### src/rtl/alu_pkg.sv
// Shared constants, op encodings and FSM state type for the bit-serial ALU sequencer.
package alu_pkg;

  localparam int ALU_WIDTH = 24;
  localparam int OP_W      = 3;

  localparam logic [OP_W-1:0] OP_AND = 3'b000;
  localparam logic [OP_W-1:0] OP_OR  = 3'b001;
  localparam logic [OP_W-1:0] OP_ADD = 3'b010;
  localparam logic [OP_W-1:0] OP_SLT = 3'b011;
  localparam logic [OP_W-1:0] OP_XOR = 3'b100;

  // ALUCtrl = {AInvert, BInvert, Op[2:0]}
  localparam int CTRL_AINV_BIT = 4;
  localparam int CTRL_BINV_BIT = 3;
  localparam int CTRL_OP_MSB   = 2;
  localparam int CTRL_OP_LSB   = 0;

  typedef enum logic [1:0] {
    S_IDLE = 2'd0,
    S_RUN  = 2'd1,
    S_LESS = 2'd2,
    S_DONE = 2'd3
  } state_e;

  function automatic logic overflow_bit(input logic cin_msb, input logic cout_msb);
    return cin_msb ^ cout_msb;
  endfunction

endpackage

### src/rtl/alu_serial_ctrl_if.sv
// Bit-serial link between the sequencer (master) and one combinational ALU1bit slice (slave).
interface alu_serial_ctrl_if;
  import alu_pkg::*;

  logic            a;
  logic            b;
  logic            cin;
  logic            a_invert;
  logic            b_invert;
  logic            less;
  logic [OP_W-1:0] op;
  logic            result;
  logic            carry_out;

  modport master (
    output a, b, cin, a_invert, b_invert, less, op,
    input  result, carry_out
  );

  modport slave (
    input  a, b, cin, a_invert, b_invert, less, op,
    output result, carry_out
  );

endinterface

### src/rtl/alu_serial_ctrl_serial_shreg.sv
// Load / shift-right register: serial-in at the MSB, serial-out from the LSB.
module serial_shreg
  import alu_pkg::*;
#(
  parameter int WIDTH = ALU_WIDTH
) (
  input  logic             clk,
  input  logic             rst_n,
  input  logic             load,
  input  logic             shift,
  input  logic [WIDTH-1:0] load_data,
  input  logic             sin,
  output logic [WIDTH-1:0] q,
  output logic             sout
);

  logic [WIDTH-1:0] q_r;

  // Load has priority over shift so a pass can end by clearing the register.
  always_ff @(posedge clk or negedge rst_n) begin
    if (!rst_n) begin
      q_r <= '0;
    end else if (load) begin
      q_r <= load_data;
    end else if (shift) begin
      q_r <= {sin, q_r[WIDTH-1:1]};
    end else begin
      q_r <= q_r;
    end
  end

  assign q    = q_r;
  assign sout = q_r[0];

endmodule

### src/rtl/alu_serial_ctrl.sv
// Bit-serial ALU sequencer driving one external ALU1bit slice, LSB first.
// Build option ALU_SERIAL_FLAGS_EN: when defined, Zero/Overflow/CarryOut are registered; otherwise tied to 0.
module alu_serial_ctrl
  import alu_pkg::*;
#(
  parameter int WIDTH = ALU_WIDTH
) (
  input  logic                      clk,
  input  logic                      rst_n,
  input  logic                      start,
  input  logic [WIDTH-1:0]          a,
  input  logic [WIDTH-1:0]          b,
  input  logic [4:0]                alu_ctrl,
  alu_serial_ctrl_if.master         slice,
  output logic                      busy,
  output logic                      done,
  output logic [WIDTH-1:0]          result,
  output logic                      zero,
  output logic                      overflow,
  output logic                      carry_out
);

  localparam int            CW       = $clog2(WIDTH);
  localparam logic [CW-1:0] LAST_IDX = CW'(WIDTH - 1);

  state_e          state_r, state_s;
  logic [CW-1:0]   cnt_r;
  logic [OP_W-1:0] op_r;
  logic [OP_W-1:0] slice_op_r;
  logic            a_inv_r, b_inv_r, cin_r, less_r, busy_r, done_r;

  logic accept_s, step_s, last_s, is_slt_s, run_last_s, pass_end_s, ovf_s, set_s;
  logic [WIDTH-1:0] a_q_s, b_q_s, res_q_s;
  logic a_sout_s, b_sout_s, res_sout_s;
  logic unused_s;

  assign accept_s   = (state_r == S_IDLE) && start;
  assign step_s     = (state_r == S_RUN) || (state_r == S_LESS);
  assign last_s     = (cnt_r == LAST_IDX);
  assign is_slt_s   = (op_r == OP_SLT);
  assign run_last_s = (state_r == S_RUN) && last_s;
  // An SLT add pass rolls into the LESS pass instead of finishing.
  assign pass_end_s = step_s && last_s && !(run_last_s && is_slt_s);
  assign ovf_s      = overflow_bit(slice.cin, slice.carry_out);
  assign set_s      = slice.result ^ ovf_s;

  // State register.
  always_ff @(posedge clk or negedge rst_n) begin
    if (!rst_n) begin
      state_r <= S_IDLE;
    end else begin
      state_r <= state_s;
    end
  end

  // Next-state decode.
  always_comb begin
    state_s = state_r;
    case (state_r)
      S_IDLE: begin
        if (start) state_s = S_RUN;
        else       state_s = S_IDLE;
      end
      S_RUN: begin
        if (last_s && is_slt_s) state_s = S_LESS;
        else if (last_s)        state_s = S_DONE;
        else                    state_s = S_RUN;
      end
      S_LESS: begin
        if (last_s) state_s = S_DONE;
        else        state_s = S_LESS;
      end
      S_DONE:  state_s = S_IDLE;
      default: state_s = S_IDLE;
    endcase
  end

  // Operand registers rotate so the LESS pass sees the operands again; cleared when the op ends.
  serial_shreg #(.WIDTH(WIDTH)) u_a_shreg (
    .clk(clk), .rst_n(rst_n),
    .load(accept_s || pass_end_s), .shift(step_s),
    .load_data(accept_s ? a : '0), .sin(a_sout_s),
    .q(a_q_s), .sout(a_sout_s)
  );

  serial_shreg #(.WIDTH(WIDTH)) u_b_shreg (
    .clk(clk), .rst_n(rst_n),
    .load(accept_s || pass_end_s), .shift(step_s),
    .load_data(accept_s ? b : '0), .sin(b_sout_s),
    .q(b_q_s), .sout(b_sout_s)
  );

  serial_shreg #(.WIDTH(WIDTH)) u_res_shreg (
    .clk(clk), .rst_n(rst_n),
    .load(accept_s), .shift(step_s),
    .load_data('0), .sin(slice.result),
    .q(res_q_s), .sout(res_sout_s)
  );

  assign unused_s = ^{a_q_s[WIDTH-1:1], b_q_s[WIDTH-1:1], res_sout_s};

  // Slice control registers, bit counter and busy.
  always_ff @(posedge clk or negedge rst_n) begin
    if (!rst_n) begin
      cnt_r      <= '0;
      op_r       <= '0;
      slice_op_r <= '0;
      a_inv_r    <= 1'b0;
      b_inv_r    <= 1'b0;
      cin_r      <= 1'b0;
      less_r     <= 1'b0;
      busy_r     <= 1'b0;
    end else if (accept_s) begin
      cnt_r      <= '0;
      op_r       <= alu_ctrl[CTRL_OP_MSB:CTRL_OP_LSB];
      slice_op_r <= (alu_ctrl[CTRL_OP_MSB:CTRL_OP_LSB] == OP_SLT) ? OP_ADD
                                                                   : alu_ctrl[CTRL_OP_MSB:CTRL_OP_LSB];
      a_inv_r    <= alu_ctrl[CTRL_AINV_BIT];
      b_inv_r    <= alu_ctrl[CTRL_BINV_BIT];
      cin_r      <= alu_ctrl[CTRL_BINV_BIT];
      less_r     <= 1'b0;
      busy_r     <= 1'b1;
    end else if (pass_end_s) begin
      cnt_r      <= '0;
      op_r       <= op_r;
      slice_op_r <= '0;
      a_inv_r    <= 1'b0;
      b_inv_r    <= 1'b0;
      cin_r      <= 1'b0;
      less_r     <= 1'b0;
      busy_r     <= 1'b0;
    end else if (run_last_s) begin
      cnt_r      <= '0;
      op_r       <= op_r;
      slice_op_r <= OP_SLT;
      a_inv_r    <= a_inv_r;
      b_inv_r    <= b_inv_r;
      cin_r      <= b_inv_r;
      less_r     <= set_s;
      busy_r     <= busy_r;
    end else if (step_s) begin
      cnt_r      <= cnt_r + CW'(1);
      op_r       <= op_r;
      slice_op_r <= slice_op_r;
      a_inv_r    <= a_inv_r;
      b_inv_r    <= b_inv_r;
      cin_r      <= slice.carry_out;
      less_r     <= 1'b0;
      busy_r     <= busy_r;
    end else begin
      cnt_r      <= cnt_r;
      op_r       <= op_r;
      slice_op_r <= slice_op_r;
      a_inv_r    <= a_inv_r;
      b_inv_r    <= b_inv_r;
      cin_r      <= cin_r;
      less_r     <= less_r;
      busy_r     <= busy_r;
    end
  end

  // Done pulse for the cycle after the final bit.
  always_ff @(posedge clk or negedge rst_n) begin
    if (!rst_n) begin
      done_r <= 1'b0;
    end else begin
      done_r <= pass_end_s;
    end
  end

`ifdef ALU_SERIAL_FLAGS_EN
  logic zero_r, overflow_r, carry_out_r;

  // Flags: carry/overflow from the MSB of the add pass, zero from the final assembled result.
  always_ff @(posedge clk or negedge rst_n) begin
    if (!rst_n) begin
      zero_r      <= 1'b0;
      overflow_r  <= 1'b0;
      carry_out_r <= 1'b0;
    end else if (accept_s) begin
      zero_r      <= 1'b0;
      overflow_r  <= 1'b0;
      carry_out_r <= 1'b0;
    end else begin
      if (run_last_s) begin
        overflow_r  <= ovf_s;
        carry_out_r <= slice.carry_out;
      end else begin
        overflow_r  <= overflow_r;
        carry_out_r <= carry_out_r;
      end
      if (pass_end_s) begin
        zero_r <= ({slice.result, res_q_s[WIDTH-1:1]} == '0);
      end else begin
        zero_r <= zero_r;
      end
    end
  end

  assign zero      = zero_r;
  assign overflow  = overflow_r;
  assign carry_out = carry_out_r;
`else
  assign zero      = 1'b0;
  assign overflow  = 1'b0;
  assign carry_out = 1'b0;
`endif

  assign slice.a        = a_sout_s;
  assign slice.b        = b_sout_s;
  assign slice.cin      = cin_r;
  assign slice.a_invert = a_inv_r;
  assign slice.b_invert = b_inv_r;
  assign slice.less     = less_r;
  assign slice.op       = slice_op_r;

  assign busy   = busy_r;
  assign done   = done_r;
  assign result = res_q_s;

endmodule

### src/flat_wrapper.sv
// flat-port wrapper written by rule: the top's interface ports become plain ports
module alu_serial_ctrl_flat import alu_pkg::*;
#(
  parameter int WIDTH = ALU_WIDTH
)
  (clk, rst_n, start, a, b, alu_ctrl, busy, done, result, zero, overflow, carry_out, slice_a, slice_b, slice_cin, slice_a_invert, slice_b_invert, slice_less, slice_op, slice_result, slice_carry_out);
  alu_serial_ctrl_if slice_i ();
  input  logic clk;
  input  logic rst_n;
  input  logic start;
  input  logic [WIDTH-1:0] a;
  input  logic [WIDTH-1:0] b;
  input  logic [4:0] alu_ctrl;
  output logic busy;
  output logic done;
  output logic [WIDTH-1:0] result;
  output logic zero;
  output logic overflow;
  output logic carry_out;
  output wire logic [$bits(slice_i.a)-1:0] slice_a;
  output wire logic [$bits(slice_i.b)-1:0] slice_b;
  output wire logic [$bits(slice_i.cin)-1:0] slice_cin;
  output wire logic [$bits(slice_i.a_invert)-1:0] slice_a_invert;
  output wire logic [$bits(slice_i.b_invert)-1:0] slice_b_invert;
  output wire logic [$bits(slice_i.less)-1:0] slice_less;
  output wire logic [$bits(slice_i.op)-1:0] slice_op;
  input wire logic [$bits(slice_i.result)-1:0] slice_result;
  input wire logic [$bits(slice_i.carry_out)-1:0] slice_carry_out;
  assign slice_a = slice_i.a;
  assign slice_b = slice_i.b;
  assign slice_cin = slice_i.cin;
  assign slice_a_invert = slice_i.a_invert;
  assign slice_b_invert = slice_i.b_invert;
  assign slice_less = slice_i.less;
  assign slice_op = slice_i.op;
  assign slice_i.result = slice_result;
  assign slice_i.carry_out = slice_carry_out;
  alu_serial_ctrl #(.WIDTH(WIDTH)) u_core (.clk(clk), .rst_n(rst_n), .start(start), .a(a), .b(b), .alu_ctrl(alu_ctrl), .slice(slice_i), .busy(busy), .done(done), .result(result), .zero(zero), .overflow(overflow), .carry_out(carry_out));
endmodule
### config.mk
export PLATFORM = sky130hd
export DESIGN_NAME = alu_serial_ctrl_flat
export DESIGN_NICKNAME = d
export VERILOG_FILES = /design/src/rtl/alu_pkg.sv /design/src/rtl/alu_serial_ctrl_if.sv /design/src/rtl/alu_serial_ctrl_serial_shreg.sv /design/src/rtl/alu_serial_ctrl.sv /design/src/flat_wrapper.sv
export SDC_FILE = /design/constraint.sdc
export NUM_CORES = 1
export LEC_CHECK = 0
export ABC_AREA = 1
export CORE_MARGIN = 2
export CORE_UTILIZATION = 46
export DETAILED_ROUTE_END_ITERATION = 8
export GPL_TIMING_DRIVEN = 0
export PLACE_DENSITY = 0.82
export SLEW_MARGIN = 25
export SYNTH_ARGS = -nofsm -noshare
export SYNTH_HDL_FRONTEND = slang
export SYNTH_SLANG_ARGS = --single-unit
### constraint.sdc
create_clock -name clk -period 1.55 [get_ports clk]
set_input_delay 0.2325 -clock clk [delete_from_list [all_inputs] [get_ports clk]]
set_output_delay 0.2325 -clock clk [all_outputs]
set_load 0.05 [all_outputs]
==> metrics list <==
* Worst setup EP type: flop
- Once detail routing completed, the nets flagged for antenna violations numbered 0.
* Setup repair after global routing missed its margin: yes
- Cells after DPL: between 600 and 700
* First-pass GRT wire length: 19,900 um
- Routed via count divided by cell count: around 5.7
- Global-route usage over all layers: 24.8%
- Worst VDD drop: between 1 and 1.5 mV
- The synthesized design contains 91 register bits.
- Maximum cell stage delay along the critical path: approximately 470 ps
- Initial antenna violation count: 0
- In the layout the commonest cells are sky130_fd_sc_hd__nand2_1, sky130_fd_sc_hd__dfrtp_1, sky130_fd_sc_hd__nand3_2.
- Summing all multi-input logic gate instances after layout gives roughly 2500 um^2.
- Data on the critical path arrives at its endpoint at 2050 ps.
- At the placement stage, the worst setup path has a slack of -351 ps.
- Synthesis Warnings: 0
* DRT Pass-1 Iters: 7
- Summing all placed instances gives a cell area of roughly 5400 um^2.
* Setup violations, final: 75
* Clock root buffer: sky130_fd_sc_hd__clkbuf_8
* Non-Filler Instances: between 700 and 800
- STA classifies the critical path startpoint as a flop.
- Yosys mapped the design onto 25 distinct sky130hd cell types.
* Total vias in the final route: 4,260
- The cell area that synthesis handed to floorplanning was 4340 um^2.
- P&R area growth vs syn: 60.2%
* Maximum number of pins on one net before global-route repair: 70
* Most common cell after layout, fill and taps aside: sky130_fd_sc_hd__nand2_1
* Proportion of synthesized chip area in sequential cells: 52.5%
- 0 antenna diodes ended up in the layout.
- The congestion estimate from routability-driven global placement came to around 0.83.
- Drt wl/cell: 19.5 um
* Leakage: between 3 and 4 nW
* Filler instances: between 500 and 600
- Summed over all layers, the global routing overflow is 0.
* Worst Path Max Fanout: 5
* Clock tree buffer depth: 2
- Once routing completed, OpenROAD measured the worst setup slack at -258 ps.
- Number of global-route vias before repair: 4,164
- For the final database, setup skew stands at about 17 ps.
- For this block, the routed nets add up to approximately 15,000 um of wire.
* Core utilization of the finished layout: approximately three quarters
- In this design, the critical path's most frequently occurring cell is sky130_fd_sc_hd__nor2_4.
* Count of unresolved DRC violations after routing: 0
- Critical path's slowest cell: sky130_fd_sc_hd__dfrtp_1
- The design draws between 0.01 and 0.015 W.
- Die Outline Area: between 10,000 and 15,000 um^2
- Cell-by-cell trace of the critical path: inv_1 -> nor2_1 -> nand3_4 -> nor2_4 -> buf_12 -> nor2_4 -> buf_6 -> nand2_2 -> nand2_1
- Critical path class: reg -> reg
* Effective utilization at floorplan: 47.2%
- CTS tree: done
- For the worst setup path, the data required time is about 1800 ps.
* Post-DP HPWL: around 7300 um
* Boundary Pins: 96
* Post-layout net count: approximately 700
* Final Hold Vio Count: 0
- Total non-filler cell area in the finished layout: slightly below 7000 um^2
* Cell area power density: approximately 1900 nW/um^2
- The worst path in the final design needs a cycle of ~1800 ps, including I/O delays and setup.
- At the pin with the least slew margin, the transition time is around 500 ps.
- Number of sinks driven by the clock tree: 91
- For this block, the initial DRC count from the detailed router was just over 300.
* Status: complete, but fails checks
* Failing checks: setup timing
- Path type of the worst min-delay path: in -> async
- The clock tree synthesis step divided the H-tree into 3 levels.
* Port Buf Inserts: between 90 and 100
- The number of max-slew violations in the final report came to 0.
- Based on the critical path, the design can be clocked at up to between 500 and 600 MHz.
- Insertion delay of the later-clocked pin in the worst-skew pair: roughly 370 ps
* Relative slew slack: about two thirds
- Clock transition at path regs: around 110 ps
- Vertical die dimension: just over 100 um
- The floorplan has 35 rows.
- Cell count after synthesis: slightly below 500
- Across the run, the number of max-cap violations was 0.
* Total clock buffers created by CTS: 9
* Total core area: about 9200 um^2
* Average size of a mapped cell: 8.87 um^2
- FF/Latch Area: between 2000 and 2500 um^2
- From left edge to right edge, the die measures ~100 um.
* Post-route fraction of the period consumed by the critical path: 117%
- Cells with a size suffix above 1 make up 42.8% of the layout.
cell type report:
cell class / instances / share of cell area, %
multi-input cells: 352 / 36.6
flip-flops and latches: 91 / 32.8
repair buffers: 131 / 20.0
plain buffers: 31 / 4.93
well taps: 111 / 2.00
clock buffers: 10 / 1.84
inverters: 17 / 1.24
clock inverters: 6 / 0.684
metal layers:
layer | wire, um | track usage, % | up-vias | share of wire [%]
met5 | 0 | 0 | - | 0
met4 | 451 | 8.32 | 0 | 3.1
met3 | 765 | 4.30 | 42 | 5.2
met2 | 7760 | 43.4 | 189 | 53
met1 | 5610 | 31.0 | 2148 | 38
li1 | - | - | 1881 | -
state kept, by name, indices dropped and copies added, names as in the netlist, named ones only:
signal	flops
u_core.u_a_shreg.q	24
u_core.u_b_shreg.q	24
u_core.u_res_shreg.q	24
u_core.cnt_r	5
u_core.op_r	3
u_core.slice.op	3
u_core.busy	1
u_core.done	1
u_core.slice.a_invert	1
u_core.slice.b_invert	1
u_core.slice.cin	1
u_core.slice.less	1
u_core.state_r	1
worst paths after layout:
| path | slack (ps) | to | depth (start not counted) | start |
|---|---|---|---|---|
| setup / recovery | -260 | u_core.slice.a_invert | 9 | u_core.cnt_r[4] |
| hold / removal | 260 | u_core.u_b_shreg.q[15] | 2 | rst_n |
| setup reg to reg | -260 | u_core.slice.a_invert | 9 | u_core.cnt_r[4] |
| hold reg to reg | 480 | u_core.busy | 2 | u_core.busy |
| max in group asynchronous | 640 | u_core.u_res_shreg.q[9] | 3 | rst_n |
| min in group clk | 420 | u_core.op_r[0] | 3 | alu_ctrl[0] |
timing repair:
item	in CTS	in global routing
gates resized for setup	162	164
buffers inserted	17	13
hold endpoints to repair	22	0
pin swaps	10	18
cloned	7	7
hold buffers	1	0
endpoints found under the setup margin	119	108
report_power, final:
| group | internal [W] | total [W] | switching (W) |
|---|---|---|---|
| Sequential | 0.00324 | 0.00415 | 0.000903 |
| Clock | 0.000606 | 0.00155 | 0.000943 |
| Combinational | 0.00311 | 0.00721 | 0.00410 |
cells in the mapped netlist (all sizes together):
cell,number,area [um^2]
a21oi,5,25.0
a31oi,1,6.26
buf,18,140
clkbuf,14,52.6
conb,1,3.75
dfrtp,91,2280
ha,5,62.6
inv,17,63.8
nand2,180,683
nand3,127,841
nand4,1,6.26
nor2,18,113
o21ai,9,45.0
xnor2,1,8.76
xor2,1,8.76
metrics by stage:
| stage | hold WS [ps] | TNS, ps |
|---|---|---|
| after floorplan | -63.1 | 0 |
| after global placement | 458 | -294380 |
| after detailed placement | 102 | -24210 |
| after CTS | 275 | -3910 |
| after global routing | 268 | -11840 |
| final | 263 | -10780 |
critical path: cells and delay by family (launching register included):
family        cells  cell delay (ps)
buf+inv           3              370
flops             1              470
simple gates      6              850
cell families (layout without fill, tap and decap cells):
kind of cell,Yosys count,after routing,share of synthesized area [%]
flops,91,91,52.5
fa+ha+maj,5,5,1.44
other cells,1,3,0.0865
xor+xnor,2,2,0.404
compound gates,15,15,1.76
simple gates,326,327,37.9
buf+inv,49,195,5.91
No activity file was read; power rests on OpenSTA's default activity.
